$ cat config.mk
export PLATFORM = sky130hd
export DESIGN_NAME = encoder_meas_ctrl_flat
export DESIGN_NICKNAME = d
export VERILOG_FILES = /design/src/rtl/encoder_pkg.sv /design/src/rtl/encoder_meas_ctrl_if.sv /design/src/rtl/encoder_tick_sync.sv /design/src/rtl/encoder_meas_ctrl.sv /design/src/flat_wrapper.sv
export SDC_FILE = /design/constraint.sdc
export NUM_CORES = 1
export LEC_CHECK = 0
export CORE_MARGIN = 10
export CORE_UTILIZATION = 35
export CTS_CLUSTER_DIAMETER = 30
export DETAILED_ROUTE_END_ITERATION = 12
export SETUP_SLACK_MARGIN = 0.05
export SLEW_MARGIN = 20
export SYNTH_ARGS = -nofsm -noshare
export SYNTH_HDL_FRONTEND = slang
export SYNTH_HIERARCHICAL = 1
export SYNTH_SLANG_ARGS = --single-unit
$ cat constraint.sdc
create_clock -name clk -period 5.6 [get_ports clk]
set_input_delay 1.12 -clock clk [delete_from_list [all_inputs] [get_ports clk]]
set_output_delay 1.12 -clock clk [all_outputs]
set_load 0.005 [all_outputs]
$ cat src/rtl/encoder_pkg.sv
// Shared FSM state type, default widths and the saturation helper
// for the encoder measurement path.
package encoder_pkg;

  typedef enum logic [1:0] {
    ST_IDLE,
    ST_GATE,
    ST_CALC,
    ST_DONE
  } meas_state_t;

  localparam int DEF_GATE_CYCLES = 1000;
  localparam int DEF_RPM_SCALE   = 3;
  localparam int DEF_CNT_W       = 16;
  localparam int DEF_RPM_W       = 11;

  // Products are formed at this width so no scale/count combination can wrap.
  localparam int PROD_W = 64;

  function automatic logic [PROD_W-1:0] sat_clamp(input logic [PROD_W-1:0] value,
                                                  input logic [PROD_W-1:0] limit);
    return (value > limit) ? limit : value;
  endfunction

endpackage

$ cat src/rtl/encoder_meas_ctrl_if.sv
// Software-facing request/result bundle of the encoder measurement controller.
interface encoder_meas_ctrl_if #(
  parameter int CNT_W = encoder_pkg::DEF_CNT_W,
  parameter int RPM_W = encoder_pkg::DEF_RPM_W
);

  logic             start;
  logic             cont;
  logic             busy;
  logic             done;
  logic [CNT_W-1:0] tick_count;
  logic [RPM_W-1:0] rpm;
  logic             ovf;

  modport master (output start, cont, input busy, done, tick_count, rpm, ovf);
  modport slave  (input start, cont, output busy, done, tick_count, rpm, ovf);

endinterface

$ cat src/rtl/encoder_tick_sync.sv
// Two-flop synchroniser for the raw tick pin followed by a registered
// rising-edge detector; free-running regardless of clock enable.
module encoder_tick_sync (
  input  logic clk,
  input  logic rst_n,
  input  logic ticks,
  output logic tick_edge
);

  logic sync_1;
  logic sync_2;
  logic sync_prev;

  // The edge pulse is registered so it lands three clocks after the pin rises.
  always_ff @(posedge clk or negedge rst_n) begin
    if (!rst_n) begin
      sync_1    <= 1'b0;
      sync_2    <= 1'b0;
      sync_prev <= 1'b0;
      tick_edge <= 1'b0;
    end else begin
      sync_1    <= ticks;
      sync_2    <= sync_1;
      sync_prev <= sync_2;
      tick_edge <= sync_2 & ~sync_prev;
    end
  end

endmodule

$ cat src/rtl/encoder_meas_ctrl.sv
// Gated tick counter: counts synchronised tick edges over a fixed window,
// scales the count to RPM with saturation and publishes registered results.
module encoder_meas_ctrl
  import encoder_pkg::*;
#(
  parameter int GATE_CYCLES = DEF_GATE_CYCLES,
  parameter int RPM_SCALE   = DEF_RPM_SCALE,
  parameter int CNT_W       = DEF_CNT_W,
  parameter int RPM_W       = DEF_RPM_W
) (
  input  logic                clk,
  input  logic                rst_n,
  input  logic                ce,
  input  logic                ticks,
  encoder_meas_ctrl_if.slave  bus
);

  localparam int TIMER_W = (GATE_CYCLES > 1) ? $clog2(GATE_CYCLES) : 1;
  localparam logic [TIMER_W-1:0] TIMER_LAST = TIMER_W'(GATE_CYCLES - 1);
  localparam logic [CNT_W-1:0]   CNT_MAX    = '1;
  localparam logic [PROD_W-1:0]  RPM_MAX    = (PROD_W'(1) << RPM_W) - PROD_W'(1);

  meas_state_t        state;
  meas_state_t        state_next;
  logic               arm;
  logic               busy;
  logic               done;
  logic               tick_edge;
  logic [TIMER_W-1:0] gate_timer;
  logic [CNT_W-1:0]   work_count;
  logic               work_ovf;
  logic [PROD_W-1:0]  product;
  logic [RPM_W-1:0]   product_sat;
  logic               rpm_clip;
  logic [CNT_W-1:0]   tick_count_q;
  logic [RPM_W-1:0]   rpm_q;
  logic               ovf_q;

  encoder_tick_sync u_tick_sync (
    .clk       (clk),
    .rst_n     (rst_n),
    .ticks     (ticks),
    .tick_edge (tick_edge)
  );

  always_ff @(posedge clk or negedge rst_n) begin
    if (!rst_n) begin
      state <= ST_IDLE;
    end else if (ce) begin
      state <= state_next;
    end
  end

  // arm marks the cycle that opens a fresh gate, from IDLE or a continuous re-arm.
  always_comb begin
    state_next = state;
    arm        = 1'b0;
    busy       = 1'b0;
    done       = 1'b0;
    case (state)
      ST_IDLE: begin
        if (bus.start || bus.cont) begin
          state_next = ST_GATE;
          arm        = 1'b1;
        end
      end
      ST_GATE: begin
        busy = 1'b1;
        if (gate_timer == TIMER_LAST) begin
          state_next = ST_CALC;
        end
      end
      ST_CALC: begin
        busy       = 1'b1;
        state_next = ST_DONE;
      end
      ST_DONE: begin
        done = 1'b1;
        if (bus.cont) begin
          state_next = ST_GATE;
          arm        = 1'b1;
        end else begin
          state_next = ST_IDLE;
        end
      end
      default: state_next = ST_IDLE;
    endcase
  end

  assign product     = PROD_W'(work_count) * PROD_W'(RPM_SCALE);
  assign rpm_clip    = product > RPM_MAX;
  assign product_sat = RPM_W'(sat_clamp(product, RPM_MAX));

  // Working count sticks at its maximum; later edges only raise the overflow flag.
  always_ff @(posedge clk or negedge rst_n) begin
    if (!rst_n) begin
      gate_timer <= '0;
      work_count <= '0;
      work_ovf   <= 1'b0;
    end else if (ce) begin
      if (arm) begin
        gate_timer <= '0;
        work_count <= '0;
        work_ovf   <= 1'b0;
      end else if (state == ST_GATE) begin
        gate_timer <= gate_timer + TIMER_W'(1);
        if (tick_edge) begin
          if (work_count == CNT_MAX) begin
            work_ovf <= 1'b1;
          end else begin
            work_count <= work_count + CNT_W'(1);
          end
        end
      end
    end
  end

  // Results are captured leaving CALC so they are visible alongside done.
  always_ff @(posedge clk or negedge rst_n) begin
    if (!rst_n) begin
      tick_count_q <= '0;
      rpm_q        <= '0;
      ovf_q        <= 1'b0;
    end else if (ce && (state == ST_CALC)) begin
      tick_count_q <= work_count;
      rpm_q        <= product_sat;
      ovf_q        <= work_ovf | rpm_clip;
    end
  end

  assign bus.busy       = busy;
  assign bus.done       = done;
  assign bus.tick_count = tick_count_q;
  assign bus.rpm        = rpm_q;
  assign bus.ovf        = ovf_q;

endmodule

$ cat src/flat_wrapper.sv
// flat-port wrapper written by rule: the top's interface ports become plain ports
module encoder_meas_ctrl_flat import encoder_pkg::*;
#(
  parameter int GATE_CYCLES = DEF_GATE_CYCLES,
  parameter int RPM_SCALE   = DEF_RPM_SCALE,
  parameter int CNT_W       = DEF_CNT_W,
  parameter int RPM_W       = DEF_RPM_W
)
  (clk, rst_n, ce, ticks, bus_start, bus_cont, bus_busy, bus_done, bus_tick_count, bus_rpm, bus_ovf);
  encoder_meas_ctrl_if #(.CNT_W(CNT_W), .RPM_W(RPM_W)) bus_i ();
  input  logic clk;
  input  logic rst_n;
  input  logic ce;
  input  logic ticks;
  input wire logic [$bits(bus_i.start)-1:0] bus_start;
  input wire logic [$bits(bus_i.cont)-1:0] bus_cont;
  output wire logic [$bits(bus_i.busy)-1:0] bus_busy;
  output wire logic [$bits(bus_i.done)-1:0] bus_done;
  output wire logic [$bits(bus_i.tick_count)-1:0] bus_tick_count;
  output wire logic [$bits(bus_i.rpm)-1:0] bus_rpm;
  output wire logic [$bits(bus_i.ovf)-1:0] bus_ovf;
  assign bus_i.start = bus_start;
  assign bus_i.cont = bus_cont;
  assign bus_busy = bus_i.busy;
  assign bus_done = bus_i.done;
  assign bus_tick_count = bus_i.tick_count;
  assign bus_rpm = bus_i.rpm;
  assign bus_ovf = bus_i.ovf;
  encoder_meas_ctrl #(.GATE_CYCLES(GATE_CYCLES), .RPM_SCALE(RPM_SCALE), .CNT_W(CNT_W), .RPM_W(RPM_W)) u_core (.clk(clk), .rst_n(rst_n), .ce(ce), .ticks(ticks), .bus(bus_i));
endmodule
## After elaboration in Yosys (flattened, before gate mapping)

Index checks and enable logic that the tools add are counted.

- Output and inout bits: 30
- Bits in registers: 61
- Input bits: 6

- Reduce and logical (&&, ||, !) cells: 11
- Order comparisons: 1
- Muxes and demuxes: 20
- Bitwise logic cells: 3
- Multiply operators: 1
- $add $sub $neg: 2
- Eq/ne operators: 8

Operators by type and width:

| operator | number |
|---|---|
| $mux 16 | 4 |
| $mux 10 | 2 |
| $gt 18x11->1 const B | 1 |
| $mul 16x2->18 const B | 1 |
| $add 16x1->16 const B | 1 |
| $eq 16x16->1 const B | 1 |
| $mux 11 | 1 |
| $add 10x1->10 const B | 1 |
| $eq 10x10->1 const B | 1 |
| $mux 1 | 9 |
| $pmux 2 s4 | 1 |
| $reduce_and 4->1 | 2 |
| $ne 2x1->1 const B | 3 |
| $reduce_bool 2->1 | 3 |
| $eq 2x2->1 const B | 2 |
| $mux 2 | 2 |
| $reduce_and 3->1 | 1 |
| $eq 2x1->1 const B | 1 |
| $logic_not 2->1 | 1 |
| $pmux 1 s2 | 1 |
| $reduce_and 2->1 | 1 |
| $reduce_or 2->1 | 1 |
| $and 1x1->1 | 1 |
| $logic_and 1x1->1 | 1 |
| 3 further kinds | 3 |

## Logic depth before layout (Yosys ltp)

- Word-level depth: 5
- Depth in mapped cells: 9
- Depth with buffers taken out: 8

## Cells and area by module

The synthesis kept the hierarchy.

By module, submodules not included:

| module | cells each | instances | area an instance (um^2) |
|---|---|---|---|
| encoder_meas_ctrl | 369 | 1 | 3365.7 |
| encoder_tick_sync | 5 | 1 | 113.9 |

## Worst setup path before layout

Ideal clock, no wire load.

- Path type: flip-flop to flip-flop
- From: reg u_core.work_count[1]
- To: reg u_core.ovf_q (netlist: u_core/bus.ovf)
- Slack: 2.944 ns
- Arrival: 2.528 ns
- Stages on the path, launching flop included: 10
- Period minus slack after synthesis: 2.656 ns
- Library setup time: 0.128 ns
- Path through: dfrtp_1 ha_1 fa_1 a21oi_1 o22a_1 a21oi_1 o311a_1 a2111oi_4 buf_6 a31oi_1

- Cells in the longest elaborated chain, start to end: 3

Ends and longest elaborated chain:

| item | RTL line | RTL |
|---|---|---|
| start, declared | encoder_meas_ctrl.sv:30 | `logic [CNT_W-1:0] work_count;` |
| start signal, assigned | encoder_meas_ctrl.sv:111 | `work_count <= work_count + CNT_W'(1);` |
| $mul 16x2->18 | encoder_meas_ctrl.sv:90 | `assign product = PROD_W'(work_count) * PROD_W'(RPM_SCALE);` |
| $gt 18x11->1 | encoder_meas_ctrl.sv:91 | `assign rpm_clip = product > RPM_MAX;` |
| $or 1x1->1 | encoder_meas_ctrl.sv:127 | `ovf_q <= work_ovf \| rpm_clip;` |
| end signal, assigned | encoder_meas_ctrl.sv:127 |  |
| end, declared | encoder_meas_ctrl.sv:37 | `logic ovf_q;` |

Every way passes these cells.
A chain may end at the register's enable or synchronous reset.

## Worst setup path in the final report

- From: reg u_core.work_count[1]
- To: reg u_core.rpm_q[0] (netlist: u_core/bus.rpm[0])

- Cells in the longest elaborated chain, start to end: 3

Ends and longest elaborated chain:

| item | RTL line | RTL |
|---|---|---|
| $mul 16x2->18 | encoder_meas_ctrl.sv:90 |  |
| $gt 18x11->1 | encoder_pkg.sv:22 | `return (value > limit) ? limit : value;` |
| $mux 11 | encoder_pkg.sv:22 |  |
| end signal, assigned | encoder_meas_ctrl.sv:126 | `rpm_q <= product_sat;` |
| end, declared | encoder_meas_ctrl.sv:36 | `logic [RPM_W-1:0] rpm_q;` |

Every way passes these cells.

==> results.tsv <==
metric	value	unit
Num CTS Buffers	9	
initial antenna violation count	0	
initial DRC count	166	
CTS clk-pin slew, worst paths	70	ps
first-pass GRT wire length	13.2	mm
Syn. warnings	6	
Syn Std Cell Area	3480	µm²
CP endpoint kind	flip-flop	
clock latency on the worst-skew pair	340	ps
# H-tree levels	3	
MaxCap Viol Count	0	
final antenna diode count	0	
Vias per Instance	5.01	
Layout area overhead	19.0	%
Starting Density	0.358	
peak supply drop	0.127	mV
vias	2747	
top-area cell type share of the netlist area	0.439	
crit-path cells	ha_1, fa_1, a21oi_1, o22a_1, a21oi_1, o311a_1, a2111oi_4, a31oi_1	
Crit Path Max Fanout	12	
PnR worst setup slack	2490	ps
Core ar.	9730	µm²
Die Ht	120	µm
final non-filler cell total	548	
DRC	0	
Max Freq	321	MHz
Mapped Nets	408	
status	finished clean	
iteration count of the initial detailed-routing pass	4	
post-synthesis register bit count	61	
Global Route Usage Sum	0.112	
Setup Slack @ Placement	2210	ps
max incr delay on CP	690	ps
vias in the first global route	2669	
synth top area cells	dfrtp_1 (44%), ha_1 (9.7%), nand2_1 (6.6%)	
Avg Cell Area, Syn	9.30	µm²
Critical-path top delay cell	a2111oi_4	
cell mode on critical path	a21oi_1	
synth unique cells	43	
Die Width	120	µm
WL/cell	14.3	µm
Pleak	1.82	nW
nets	445	
grt total ovfl	0	
Fin. Hold Viols	0	
Site Rows	36	
fin. max-slew vios	0	
number of port buffers	35	
cell accounting for the most synthesized area	dfrtp_1	
die area	14300	µm²
top post-synthesis cells by count	dfrtp_1 (61), nand2_1 (61), nor2_1 (46)	
cts repair resizes	0	
Final Core Density	0.426	
Synth Flop Type	dfrtp_1	
unrepaired setup endpoints after global routing	no	
sequential element share of the synthesized area	0.439	
Worst Max-Slew Pin Slew	1040	ps
worst-case clock buffer depth	2	
Post-Synthesis Cells	374	
Post-Route Setup TNS	0	ps
GP Congestion	0.825	
clk sinks	61	
Boundary Pins	36	
WS Path Type	reg2reg	
layout cells sized above 1	0.0675	
DP HPWL	5.76	mm
Post-synth ARST share	1.00	
Final Cell Area	4140	µm²
PD cells	420	nW/µm²
CTS root buf	clkbuf_8	
final worst-path cycle share	0.556	
Final Critical Period	3110	ps
# placed instances	533	
postcts setup bufs	0	
Post-CTS Hold Buffers	0	
Post-Route Skew	14.0	ps
Cell Area, Placed	3950	µm²
Final setup viols	0	
Required @ worst endpoint	5780	ps
CTS tree	done	
largest net degree at the start of global routing	62	
Final Hold Slack	350	ps
slew margin rel.	0.303	
final wirelength	7.85	mm
number of synthesized flops with an enable pin	0	
CP arrival	3290	ps
total power	1.74	mW
Startpoint Class	flip-flop	
HP Class	reg2reg	
Routed Antenna Nets	0	
[critical path, delay by kind of cell, from the launching register on]
family / cells / cell delay (ps)
flops: 1 / 450
fa+ha+maj: 2 / 790
compound gates: 6 / 1720
[state kept, by name, summed over array words and instances, names as in the netlist]
| name | cells |
|---|---|
| u_core/u_tick_sync/tick_edge | 1 |
| u_core/bus.tick_count | 16 |
| u_core/state | 2 |
| u_core/bus.rpm | 11 |
| u_core/work_count | 16 |
| u_core/u_tick_sync/sync_prev | 1 |
| u_core/u_tick_sync/sync_1 | 1 |
| u_core/bus.ovf | 1 |
| u_core/u_tick_sync/sync_2 | 1 |
| u_core/gate_timer | 10 |
| u_core/work_ovf | 1 |
[layout make-up]
type	instances	area, µm²
clock buffer	11	141
clock inverter	4	48.8
fill	1014	5590
inverter	19	71.3
multi-input combinational	283	1830
sequential	61	1530
tap	133	166
timing repair buffer	37	360
[path summary, 6_finish.rpt]
kind	startpoint	to	slack (ps)	cells after the start
max	u_core/work_count[1]$_DFFE_PN0P_	u_core/bus.rpm[0]$_DFFE_PN0P_	2490	8
min reg2reg	u_core/u_tick_sync/sync_1$_DFF_PN0_	u_core/u_tick_sync/sync_2$_DFF_PN0_	350	0
min	u_core/u_tick_sync/sync_1$_DFF_PN0_	u_core/u_tick_sync/sync_2$_DFF_PN0_	350	0
max in group asynchronous	rst_n	u_core/work_count[2]$_DFFE_PN0P_	4150	2
min in group asynchronous	rst_n	u_core/gate_timer[1]$_DFFE_PN0P_	940	2
max reg2reg	u_core/work_count[1]$_DFFE_PN0P_	u_core/bus.rpm[0]$_DFFE_PN0P_	2490	8
[cell usage in the layout, fill, tap and decap left out, types with 2 or more instances in the layout]
cell type / n
and2_1: 2
nor4_1: 2
clkinv_2: 2
xor2_1: 11
a31oi_1: 12
and3_1: 2
buf_4: 2
nand3_1: 13
or3_1: 4
o31ai_1: 2
mux2_2: 2
a21oi_1: 21
clkbuf_8: 10
dfrtp_1: 61
a21o_1: 5
xnor2_1: 17
a211oi_2: 3
o21ai_0: 17
clkdlybuf4s50_1: 34
nand4_1: 7
a2111oi_4: 2
inv_1: 19
nand2_1: 61
ha_1: 27
nor3_1: 6
o2111ai_1: 2
o211ai_1: 3
nor2_1: 45
[where the power goes]
| group | leakage [nW] | total, mW | switching, mW | internal (mW) |
|---|---|---|---|---|
| Clock | 0.0992 | 0.387 | 0.172 | 0.215 |
| Sequential | 0.783 | 0.666 | 0.103 | 0.562 |
| Combinational | 0.940 | 0.688 | 0.359 | 0.330 |
| Total | 1.82 | 1.74 | 0.634 | 1.11 |
[logic make-up (layout without fill, tap and decap cells)]
group	Yosys count	after routing	synth area share
flip-flops	61	61	0.439
adder cells (fa/ha/maj)	28	28	0.103
multiplexers	3	3	0.00935
buffers and inverters	30	71	0.0370
AND/OR/NAND/NOR	145	145	0.180
AO/OA/AOI/OAI	79	79	0.161
XOR/XNOR	28	28	0.0705
[routing by layer]
layer,track usage,wire length (µm)
met3,0.0347,334
met4,0.0339,99
met2,0.181,3810
met1,0.140,3610
met5,0,0
(Power assumes the default switching activity.)
